File: src/rtl/req_fifo.sv
// req_fifo: first-word-fall-through queue of memory-miss requests between
// a cache and the main-memory arbiter, one slot per hardware thread.
module req_fifo #(
    parameter int WIDTH = 32,
    parameter int DEPTH = 4,
    localparam int CNT_W = $clog2(DEPTH + 1)
) (
    input  logic             clock,
    input  logic             reset,
    input  logic             push,
    input  logic [WIDTH-1:0] wdata,
    input  logic             pop,
    output logic [WIDTH-1:0] rdata,
    output logic             valid,
    output logic             full,
    output logic [CNT_W-1:0] count,
    output logic             overflow,
    output logic             underflow
);

    localparam int PTR_W = (DEPTH > 1) ? $clog2(DEPTH) : 1;
    localparam logic [PTR_W-1:0] PTR_LAST = PTR_W'(DEPTH - 1);
    localparam logic [CNT_W-1:0] CNT_FULL = CNT_W'(DEPTH);

    logic [WIDTH-1:0] mem_q [DEPTH];

    logic [PTR_W-1:0] wr_ptr_q, wr_ptr_d;
    logic [PTR_W-1:0] rd_ptr_q, rd_ptr_d;
    logic [CNT_W-1:0] count_q, count_d;
    logic             overflow_q, overflow_d;
    logic             underflow_q, underflow_d;

    logic empty;
    logic is_full;
    logic do_pop;
    logic do_push;

    assign empty   = (count_q == '0);
    assign is_full = (count_q == CNT_FULL);

    always_comb begin
        do_pop      = pop & ~empty;
        do_push     = push & (~is_full | do_pop);
        wr_ptr_d    = wr_ptr_q;
        rd_ptr_d    = rd_ptr_q;
        count_d     = count_q;
        overflow_d  = push & is_full & ~pop;
        underflow_d = pop & empty;

        // Pointers wrap explicitly so DEPTH need not be a power of two.
        if (do_push) begin
            wr_ptr_d = (wr_ptr_q == PTR_LAST) ? '0 : wr_ptr_q + PTR_W'(1);
        end
        if (do_pop) begin
            rd_ptr_d = (rd_ptr_q == PTR_LAST) ? '0 : rd_ptr_q + PTR_W'(1);
        end

        unique case ({do_push, do_pop})
            2'b10:   count_d = count_q + CNT_W'(1);
            2'b01:   count_d = count_q - CNT_W'(1);
            default: count_d = count_q;
        endcase
    end

    always_ff @(posedge clock or posedge reset) begin
        if (reset) begin
            wr_ptr_q    <= '0;
            rd_ptr_q    <= '0;
            count_q     <= '0;
            overflow_q  <= 1'b0;
            underflow_q <= 1'b0;
        end else begin
            wr_ptr_q    <= wr_ptr_d;
            rd_ptr_q    <= rd_ptr_d;
            count_q     <= count_d;
            overflow_q  <= overflow_d;
            underflow_q <= underflow_d;
        end
    end

    // Storage is deliberately left out of reset; valid gates its use.
    always_ff @(posedge clock) begin
        if (do_push) begin
            mem_q[wr_ptr_q] <= wdata;
        end
    end

    assign valid     = ~empty;
    assign full      = is_full;
    assign count     = count_q;
    assign rdata     = empty ? '0 : mem_q[rd_ptr_q];
    assign overflow  = overflow_q;
    assign underflow = underflow_q;

endmodule

File: config.mk
export PLATFORM = sky130hd
export DESIGN_NAME = req_fifo
export DESIGN_NICKNAME = d
export VERILOG_FILES = /design/src/rtl/req_fifo.sv
export SDC_FILE = /design/constraint.sdc
export NUM_CORES = 1
export LEC_CHECK = 0
export CAP_MARGIN = 15
export CELL_PAD_IN_SITES_DETAIL_PLACEMENT = 1
export CELL_PAD_IN_SITES_GLOBAL_PLACEMENT = 2
export CORE_MARGIN = 2
export CORE_UTILIZATION = 40
export CTS_CLUSTER_SIZE = 8
export DETAILED_ROUTE_END_ITERATION = 12
export GPL_TIMING_DRIVEN = 0
export HOLD_SLACK_MARGIN = 0.05
export MAX_ROUTING_LAYER = met4
export PLACE_DENSITY = 0.89
export SLEW_MARGIN = 0
export SYNTH_ARGS = -nofsm -noshare
export SYNTH_HDL_FRONTEND = slang
export SYNTH_SLANG_ARGS = --single-unit
File: constraint.sdc
create_clock -name clock -period 2.6 [get_ports clock]
set_input_delay 0.78 -clock clock [delete_from_list [all_inputs] [get_ports clock]]
set_output_delay 0.78 -clock clock [all_outputs]
set_load 0.02 [all_outputs]
==> reports/metrics.yaml <==
timing:
  setup-tns-final_ns: -3.74
  worst_slew_pin_slew_ns: 0.536
  timing.final.hold_violations: 0
  setup_viol: 32
  post-route-period-util: 1.08
  relSlewSlack: 0.643
  fin_worst_skew_ns: 0.00600
  drv_slew: 0
  min_period_ns: 2.81
  fmaxAchievable_mhz: 356
  finalWorstSetupSlack_ns: -0.205
  grt_setup_unrepaired: "yes"
run_status:
  status: "finished with violations"
  violations: "setup timing"
logic_synthesis:
  synth_flop_cell: "edfxtp_1"
  yosys.area.top_type_share: 0.700
  ys_ff_latch: 137
  synthesis.nets: 308
  yosysWarnings: 0
  netlist.top_cell.by_area: "edfxtp_1"
  synth_commonest_cells: "edfxtp_1, and2_1, mux4_2"
  syn-instance-count: 266
  post-synth-top-count-cell: "edfxtp_1"
  synth_edf_count: 128
  synth.distinct_cells: 32
  synthArstFlopShare: 0.0657
  syn_area_um2: 5490
  yosys-top-cells-area: "edfxtp_1, mux4_2, and2_1"
  synth_area_per_cell_um2: 20.6
  ys_seq_area_frac: 0.741
finish:
  nets: 419
  final_cell_count_no_fill: 565
  design_area_um2: 7330
  drive_above_1_share: 0.429
  antennaDiodeCount: 0
  areaGrowthSynthToFinish_pct: 33.4
pwr:
  cellLeakagePower_nw: 2.62
  ir_drop_v: 0.000652
  power_per_cell_area_nw_per_um2: 1310
  p_total_w: 0.00960
clocking:
  cts_tree: "yes"
  cts.htree.levels: 4
  clk_pin_slew_ns: 0.06
  cts_buffer_depth: 2
  cts_sinks: 137
  clk_latency_ns: 0.41
  cts_buffers: 17
  cts-root-buf: "clkbuf_16"
floorplanning:
  die_h_um: 121
  dieArea_um2: 14700
  ioPinCount: 75
  initial_core_util: 0.412
  die_width_um: 121
  num_rows: 42
  core_um2: 13300
setup_path:
  critPathRequiredTime_ns: 1.82
  cp-start-kind: "flop"
  crit_path_end_kind: "output port"
  rr_worst_depth: 8
  crit_type: "flop to output port"
  crit_fanout: 5
  arrival_ns: 2.03
placement:
  place_area_um2: 6460
  dp_cells: 516
  gp_congestion: 0.714
  io_buffers: 74
  hpwl_um: 6250
global_routing:
  grt_pass1_wl_um: 16900
  grt_usage: 0.165
  grt_pass1_vias: 3103
  antenna_found_initial: 0
  gr-total-overflow: 0
  grt_max_degree: 33
route:
  routed_wl_um: 10800
  remaining_drc_errors: 0
  firstDrtPassIters: 4
  vias: 2787
  via_per_inst: 4.93
  routedWlPerCell_um: 19.1
  ant_nets: 0
  drtIter0Drc: 187
job:
  max_cap_viol_count: 0
worst_hold_path:
  hp-class: "flop to flop"
  holdPathStages: 1
## power by group
part | internal, W | switching, W
registers | 0.00292 | 0.000147
clock network | 0.00129 | 0.000839
logic | 0.00245 | 0.00195
## per-layer routing
metal,vias to the layer above,part of all wire,track usage
met5,-,0,-
met4,0,0.014,0.0647
met3,11,0.046,0.0489
met2,69,0.51,0.261
met1,1434,0.43,0.202
li1,1273,-,-
## through the flow
step | util | hold WS (ns) | setup WS [ns]
after floorplan | - | 0.534 | 0.137
after global placement | 0.484 | 0.554 | -1.08
after detailed placement | 0.484 | 0.578 | -0.563
after CTS | 0.551 | 0.593 | -0.209
after global routing | 0.549 | 0.629 | -0.279
final | 0.549 | 0.587 | -0.205
## cell usage in the layout (no fill, tap or decap), drive strengths merged
cell,synthesis,final
nor2,6,6
fa,1,1
dfrtp,9,9
edfxtp,128,128
o31ai,1,1
xnor2,1,1
a21boi,1,1
a221o,1,1
clkbuf,3,22
o22ai,2,2
clkdlybuf4s50,0,40
ha,5,5
a21oi,2,2
mux2,4,4
nor4b,1,1
nor2b,3,3
and2,38,38
clkinvlp,0,2
nand4bb,1,1
and3,1,1
or3,1,1
o21ai,1,1
xor2,1,1
inv,7,7
bufinv,0,1
buf,11,63
or2,1,1
dlygate4sd2,0,1
mux4,32,32
nand2,3,3
o41ai,1,1
clkinv,0,8
## final timing paths
check	start	end	slack (ns)
worst min register to register	wr_ptr_q[1]	wr_ptr_q[1]	0.59
worst max register to register	count[2]	count[2]	0.51
max in group asynchronous	reset	count[0]	1.66
worst min-delay path	wr_ptr_q[1]	wr_ptr_q[1]	0.59
min in group asynchronous	reset	underflow	0.64
worst max-delay path	rd_ptr_q[0]	rdata[18]	-0.21
## sequential cells by signal (all words and copies together) (netlist names)
name,flops
rd_ptr_q,2
underflow,1
wr_ptr_q,2
count,3
mem_q,128
overflow,1
## logic make-up (layout without fill, tap and decap cells)
group	after synthesis	after routing	share of synthesized area
AO/OA/AOI/OAI	9	9	0.0112
XOR/XNOR	2	2	0.00319
adder cells (fa/ha/maj)	6	6	0.0150
buffers and inverters	21	144	0.0262
flip-flops	137	137	0.741
multiplexers	36	36	0.142
AND/OR/NAND/NOR	55	55	0.0615
## cell type report
type	count	area, um^2
Fill cell	1221	6020
Sequential cell	137	4070
Multi-Input combinational cell	108	1360
Timing Repair Buffer	94	1020
Clock buffer	20	437
Tap cell	176	220
Buffer	12	120
Clock inverter	11	82.6
Inverter	7	26.3
## critical path, stage by stage, from the launching register on
cell and delay (ns):
dfrtp_1 0.42, buf_6 0.18, buf_12 0.12, buf_12 0.12
mux4_2 0.50, and2_4 0.16, buf_6 0.12
## timing repair
action	4_1_cts	5_1_grt
setup endpoints to repair	162	34
cloned	4	0
resized for setup	246	20
pin swaps	26	7
setup buffers	17	3
hold buffers	0	0
Power figures use the tool's default switching activity.
